===== src/rtl/ffsr_pulse_pkg.sv =====
// Shared definitions for the pulse encoder/decoder pair: decoder state type,
// default window length and an index-width helper.
package ffsr_pulse_pkg;

  localparam int PULSE_INPUT_SIZE = 16;

  typedef enum logic [1:0] {
    PDEC_IDLE   = 2'd0,
    PDEC_WINDOW = 2'd1,
    PDEC_DONE   = 2'd2
  } pdec_state_t;

  // Width of a 0..n-1 index; at least one bit so a 1-cycle window still works.
  function automatic int idx_width(input int n);
    return (n > 1) ? $clog2(n) : 1;
  endfunction

endpackage


===== src/rtl/ffsr_pulse_window_ctr.sv =====
// Window index counter: a down-counter of remaining samples with a terminal-count
// compare; t is presented as the up-counting sample index 0..SIZE-1.
module ffsr_pulse_window_ctr
  import ffsr_pulse_pkg::*;
#(
  parameter  int SIZE = PULSE_INPUT_SIZE,
  localparam int T_W  = idx_width(SIZE)
) (
  input  logic           clk,
  input  logic           rst,
  input  logic           load,
  input  logic           en,
  output logic [T_W-1:0] t,
  output logic           last
);

  localparam logic [T_W-1:0] T_MAX = T_W'(SIZE - 1);

  logic [T_W-1:0] rem;

  // Reloads itself on the terminal count so t reads 0 again after the window.
  always_ff @(posedge clk or negedge rst) begin
    if (!rst) begin
      rem <= T_MAX;
    end else if (load) begin
      rem <= T_MAX;
    end else if (en) begin
      rem <= (rem == '0) ? T_MAX : rem - T_W'(1);
    end
  end

  assign last = (rem == '0);
  assign t    = T_MAX - rem;

endmodule


===== src/rtl/ffsr_pulse_decoder.sv =====
// Pulse-count decoder: counts pulse samples over an INPUT_SIZE-cycle window and
// offers the total on a valid/ready port. FFSR_PULSE_FIRST_EN adds first-pulse capture.
//
//   state  | meaning
//   IDLE   | waiting for start; accumulator and window index held at 0
//   WINDOW | sampling pulse once per cycle at index t
//   DONE   | result presented with out_valid until handshake or clear
module ffsr_pulse_decoder
  import ffsr_pulse_pkg::*;
#(
  parameter  int INPUT_SIZE = PULSE_INPUT_SIZE,
  localparam int CNT_W      = $clog2(INPUT_SIZE + 1)
) (
  input  logic             clk,
  input  logic             rst,
  input  logic             start,
  input  logic             clear,
  input  logic             pulse,
  input  logic             out_ready,
  output logic             out_valid,
  output logic [CNT_W-1:0] count,
  output logic             busy
`ifdef FFSR_PULSE_FIRST_EN
  ,
  output logic [CNT_W-1:0] first_time,
  output logic             first_vld
`endif
);

  localparam int T_W = idx_width(INPUT_SIZE);

  pdec_state_t    state, state_nxt;
  logic [CNT_W-1:0] acc;
  logic           win_load;
  logic           win_en;
  logic           win_last;
`ifdef FFSR_PULSE_FIRST_EN
  logic [T_W-1:0] win_t;
`else
  logic [T_W-1:0] win_t_unused;
`endif

  assign win_load = (state == PDEC_IDLE) || clear;
  assign win_en   = (state == PDEC_WINDOW);

  ffsr_pulse_window_ctr #(
    .SIZE (INPUT_SIZE)
  ) u_window_ctr (
    .clk  (clk),
    .rst  (rst),
    .load (win_load),
    .en   (win_en),
`ifdef FFSR_PULSE_FIRST_EN
    .t    (win_t),
`else
    .t    (win_t_unused),
`endif
    .last (win_last)
  );

  always_ff @(posedge clk or negedge rst) begin
    if (!rst) begin
      state <= PDEC_IDLE;
    end else begin
      state <= state_nxt;
    end
  end

  always_comb begin
    state_nxt = state;
    case (state)
      PDEC_IDLE:   if (start)     state_nxt = PDEC_WINDOW;
      PDEC_WINDOW: if (win_last)  state_nxt = PDEC_DONE;
      PDEC_DONE:   if (out_ready) state_nxt = PDEC_IDLE;
      default:                    state_nxt = PDEC_IDLE;
    endcase
    // clear overrides both start and the output handshake
    if (clear) state_nxt = PDEC_IDLE;
  end

  // Accumulator is CNT_W wide so a full window of pulses cannot wrap.
  always_ff @(posedge clk or negedge rst) begin
    if (!rst) begin
      acc <= '0;
    end else if (win_load) begin
      acc <= '0;
    end else if (win_en && pulse) begin
      acc <= acc + CNT_W'(1);
    end
  end

`ifdef FFSR_PULSE_FIRST_EN
  always_ff @(posedge clk or negedge rst) begin
    if (!rst) begin
      first_time <= '0;
      first_vld  <= 1'b0;
    end else if (win_load) begin
      first_time <= '0;
      first_vld  <= 1'b0;
    end else if (win_en && pulse && !first_vld) begin
      first_time <= CNT_W'(win_t);
      first_vld  <= 1'b1;
    end
  end
`endif

  assign count     = acc;
  assign out_valid = (state == PDEC_DONE);
  assign busy      = (state != PDEC_IDLE);

endmodule

===== config.mk =====
export PLATFORM = sky130hd
export DESIGN_NAME = ffsr_pulse_decoder
export DESIGN_NICKNAME = d
export VERILOG_FILES = /design/src/rtl/ffsr_pulse_pkg.sv /design/src/rtl/ffsr_pulse_window_ctr.sv /design/src/rtl/ffsr_pulse_decoder.sv
export SDC_FILE = /design/constraint.sdc
export NUM_CORES = 1
export LEC_CHECK = 0
export CAP_MARGIN = 20
export CORE_MARGIN = 2
export CORE_UTILIZATION = 35
export DETAILED_ROUTE_END_ITERATION = 7
export DONT_BUFFER_PORTS = 1
export PLACE_DENSITY = 0.59
export SLEW_MARGIN = 20
export SYNTH_ARGS = -nofsm -noshare
export SYNTH_HDL_FRONTEND = slang
export SYNTH_SLANG_ARGS = --single-unit

===== constraint.sdc =====
create_clock -name clk -period 1.79 [get_ports clk]
set_input_delay 0 -clock clk [delete_from_list [all_inputs] [get_ports clk]]
set_output_delay 0 -clock clk [all_outputs]
set_load 0.02 [all_outputs]

# --- Word-level counts from Yosys, hierarchy flattened ---
# Cells that the tools add are included.
classes:
  muxes: 10
  n_addsub: 2
  bitwise_logic: 0
  div_mod_pow: 0
  n_mul: 0
  shift: 0
  magnitude_cmp: 0
  eq_ne: 5
  reduce_logical: 8
ops:
  columns: ["operator", "n"]
  rows:
  - ["$mux 4", 3]
  - ["$mux 5", 2]
  - ["$mux 2", 4]
  - ["$ne 3x3->1 const B", 2]
  - ["$pmux 2 s3", 1]
  - ["$reduce_bool 2->1", 3]
  - ["$add 5x1->5 const B", 1]
  - ["$logic_not 4->1", 1]
  - ["$sub 4x1->4 const B", 1]
  - ["$ne 3x2->1 const B", 1]
  - ["$reduce_and 3->1", 1]
  - ["$eq 2x1->1 const B", 1]
  - ["$eq 2x2->1 const B", 1]
  - ["$logic_not 2->1", 1]
  - ["$logic_and 1x1->1", 1]
  - ["$logic_or 1x1->1", 1]
totals:
  mem_bits_ro: 0
  latchBits: 0
  out_inout_bits: 7
  in_bits: 6
  regBits: 11
  memories: 0
  wordCells: 28
  mem_bits_rw: 0

# --- Longest topological paths before layout ---
depth:
  ltp_word: 4
  mapped_depth: 5
  depth_no_buf: 5

# --- Hierarchy ---
# Synthesis repeated with hierarchy kept, for this count alone.
hier_totals:
  hier_cells: 60
  area_unflattened_um2: 590.6
modules_own_cells:
  columns: ["module", "cells_each", "seq_area_each_um2", "area_each_um2", "n_inst"]
  rows:
  - ["ffsr_pulse_decoder", 36, 175.2, 366.6, 1]
  - ["ffsr_pulse_window_ctr", 24, 105.1, 224.0, 1]

# --- Worst setup path before layout ---
# OpenSTA, ideal clock, no wires.
synth_path:
  kind: "register to register"
  startpoint: "register u_window_ctr.rem[0]"
  endpoint: "register state[0]"
  t_required_ps: 1665
  path_slack_ps: 402
  t_arrival_ps: 1263
  period_less_slack_ps: 1388
  setup_ps: 125
  path_stages_with_launch: 5
  path_cell_list: "dfstp_2 inv_1 ha_1 nor3b_1 a2111oi_0"
synth_via:
  elab_chain_cells: 3
synth_lines:
  columns: ["item", "line_no", "rtl"]
  rows:
  - ["start, declared", "ffsr_pulse_window_ctr.sv:19", "logic [T_W-1:0] rem;"]
  - ["start signal, assigned", "ffsr_pulse_window_ctr.sv:28", "rem <= (rem == '0) ? T_MAX : rem - T_W'(1);"]
  - ["$logic_not 4->1", "ffsr_pulse_window_ctr.sv:32", "assign last = (rem == '0);"]
  - ["$ne 3x2->1 (no source line)", null, null]
  - ["$reduce_and 3->1 (no source line)", null, null]
  - ["end signal, assigned", "ffsr_pulse_decoder.sv:65", "state <= state_nxt;"]
  - ["end, declared", "ffsr_pulse_decoder.sv:32", "pdec_state_t state, state_nxt;"]
# No other way between the ends.
# A chain may end at the register's enable or synchronous reset.

# --- Worst setup path in the final report ---
# Ends and elaborated chain as after synthesis.

==> key figures <==
Run status
  – Status: completed

Yosys
  – Ys Warns: 0
  – Async set-reset flop share out of synthesis: 100%
  – Syn Area/Cell: 9.92 sq um
  – Post-Synthesis Cells: 58
  – Synth top area cells: dfrtp_1 (30%), dfstp_2 (18%), ha_1 (4.3%)
  – #FFs+latches synth: 11
  – Post-synth EDFFs: 0
  – Top cells by count, synth: dfrtp_1 (7), nor2_1 (5), dfstp_2 (4), inv_1 (4), nand2_1 (4)
  – Most frequent cell after synthesis: dfrtp_1
  – Post-synth top area share: 30.4%
  – Cell variety after synth: 26
  – Syn Std Cell Area: 576 sq um
  – Post-synthesis sequential area ratio: 48.7%
  – Synth area leader: dfrtp_1
  – Top_reg_cell synth: dfrtp_1
  – Syn nets: 66

Worst setup path
  – Crit path max fanout: 4
  – Slowest cell on the critical path: dfstp_2
  – Crit path required time: 1.93 ns
  – Crit. End Element: flip-flop
  – CP Buf/Inv Count: 1
  – Crit path cell chain: inv_1 > ha_1 > nor3b_1 > a2111oi_0
  – Top delay family on crit path: flip-flops
  – CP Launch Type: flip-flop
  – Crit path kind: reg -> reg
  – CP max stage delay: 0.54 ns
  – Critical Path AT: 1.65 ns

Placement
  – Place WS: 0.269 ns
  – IO buf count: 0
  – Post-placement cell count: 76
  – Routability Congestion: 0.785
  – Area after DPL: 607 sq um
  – Final HPWL DP: 808 um

Global routing
  – Total congestion overflow: 0
  – Pin count of the biggest net entering global routing: 12
  – First-pass GRT wire length: 1.89 mm
  – Gr usage total: 13.4%
  – Initial antenna violation count: 0
  – Vias in the first global route: 434

Timing
  – Hold Vio Cnt, Final: 0
  – Setup Skew: 0.00661 ns
  – Setup WS post-layout: 0.286 ns
  – Slew Limit Fails: 0
  – Tcrit/Tclk final: 84.0%
  – Final min period: 1.50 ns
  – Setup violators final: 0
  – Peak Freq: 665 MHz
  – Slew HR: 66.3%
  – RSZ-0062 raised after global routing: no
  – Setup_tns: 0 ns
  – Worst-Margin Slew: 0.505 ns
  – Tightest hold margin: 0.0493 ns

Floorplanning
  – Die width: 44.6 um
  – Floorplan Core Area: 1520 sq um
  – Ports: 13
  – FP Rows: 14
  – Die area: 1980 sq um
  – Initial core utilization: 37.8%
  – Die H: 44.6 um

Clock network
  – Worst-Skew Late Latency: 0.27 ns
  – CTS Root Cell: clkbuf_4
  – Clock buffer depth: 2
  – CTS tree: yes
  – CTS buffer count: 3
  – Clock transition at the registers of the reported paths: 0.08 ns
  – H-tree levels: 1
  – Clock sinks: 11
  – # Post-CTS Setup Buffers: 0

Route
  – ANT nets after route: 0
  – DR top layer: met4
  – Initial DRC Count: 12
  – DR vias/cell: 5.68
  – Via count: 483
  – Total Wirelength: 1.12 mm
  – DR pass1 iterations: 4
  – Met2 wire len: 559 um
  – WL/cell: 13.2 um
  – DR DRC count: 0
  – Met3 wire len: 57 um
  – M1 WL: 494 um

Final layout
  – # diodes: 0
  – Layout cells sized above 1: 18.8%
  – Util after Layout: 44.8%
  – Design Area, Final: 683 sq um
  – Final non-filler cell total: 85
  – Nets: 78
  – Area Overhead vs Synth: 18.7%

Power
  – Pwr dens: 684 nW/um^2
  – VDD IR max: 0.254 mV
  – Leakage: 0.302 nW
  – PnR Total Power: 0.467 mW

Hold path
  – Hold Path Class: in -> reg

Flow run
  – Max Cap Viol: 0
[area by class of cell]
class,instances,area (sq um)
tap,16,20.0
sequential,11,280
timing repair buffer,8,72.6
clock buffer,4,26.3
inverter,4,15.0
fill,141,841
multi-input combinational,42,269
[registers in the layout (all words and copies together) (netlist names)]
| signal | cells |
|---|---|
| u_window_ctr.rem | 4 |
| state | 2 |
| count | 5 |
[cells by family (layout without fill, tap and decap cells)]
group | after synthesis | count (layout) | share of synthesized area (%)
xor gates and xnor gates | 2 | 2 | 3.04
AOI/OAI and AO/OA | 12 | 12 | 13.5
and+or+nand+nor | 26 | 26 | 25.9
adders and majority gates | 2 | 2 | 4.35
DFF | 11 | 11 | 48.7
buffers and inverters | 5 | 16 | 4.56
[worst paths after layout]
check | start | endpoint | slack [ns] | cells after the start
max | u_window_ctr.rem[0] | state[0] | 0.29 | 4
min | pulse | count[2] | 0.05 | 3
max reg2reg | u_window_ctr.rem[0] | state[0] | 0.29 | 4
min reg2reg | u_window_ctr.rem[2] | u_window_ctr.rem[2] | 0.53 | 2
max in group asynchronous | rst | u_window_ctr.rem[1] | 1.29 | 1
min in group asynchronous | rst | state[0] | 0.13 | 1
[layout by cell type, fill, tap and decap left out]
cell	n
nand4b_1	1
inv_1	4
dfrtp_1	7
nand3_1	2
or3_1	2
dlygate4sd3_1	5
clkbuf_4	3
o31ai_1	1
nor3b_1	1
clkbuf_1	1
a21o_1	1
a21oi_1	3
ha_1	2
or2_2	2
nor3_1	1
o21ai_0	3
a32oi_1	1
nand2_1	4
and2b_2	1
a22oi_1	2
nor4b_1	1
buf_4	3
dfstp_2	4
nor2_1	5
a2111oi_0	1
xor2_1	2
nand3b_1	3
nor2b_1	2
and3_1	1
[worst reg2reg max path: stages, from the launching register on]
cell and delay, ns:
dfstp_2 0.54, inv_1 0.05, ha_1 0.21, nor3b_1 0.18, a2111oi_0 0.40
[per-layer routing]
| layer | vias up | global-route usage [%] |
|---|---|---|
| met5 | - | 0 |
| li1 | 230 | - |
| met3 | 2 | 2.86 |
| met1 | 241 | 16.0 |
| met2 | 10 | 21.2 |
| met4 | 0 | 9.09 |
[power by group]
part / switching [mW] / internal [mW]
Combinational: 0.0222 / 0.0162
Sequential: 0.00484 / 0.254
Clock: 0.0845 / 0.0861
[timing repair]
| action | 4_1_cts | 5_1_grt |
|---|---|---|
| endpoints found under the hold margin | 18 | 0 |
| gates resized for setup | 0 | 0 |
| hold buffers | 5 | 0 |
Power figures use the tool's default switching activity.
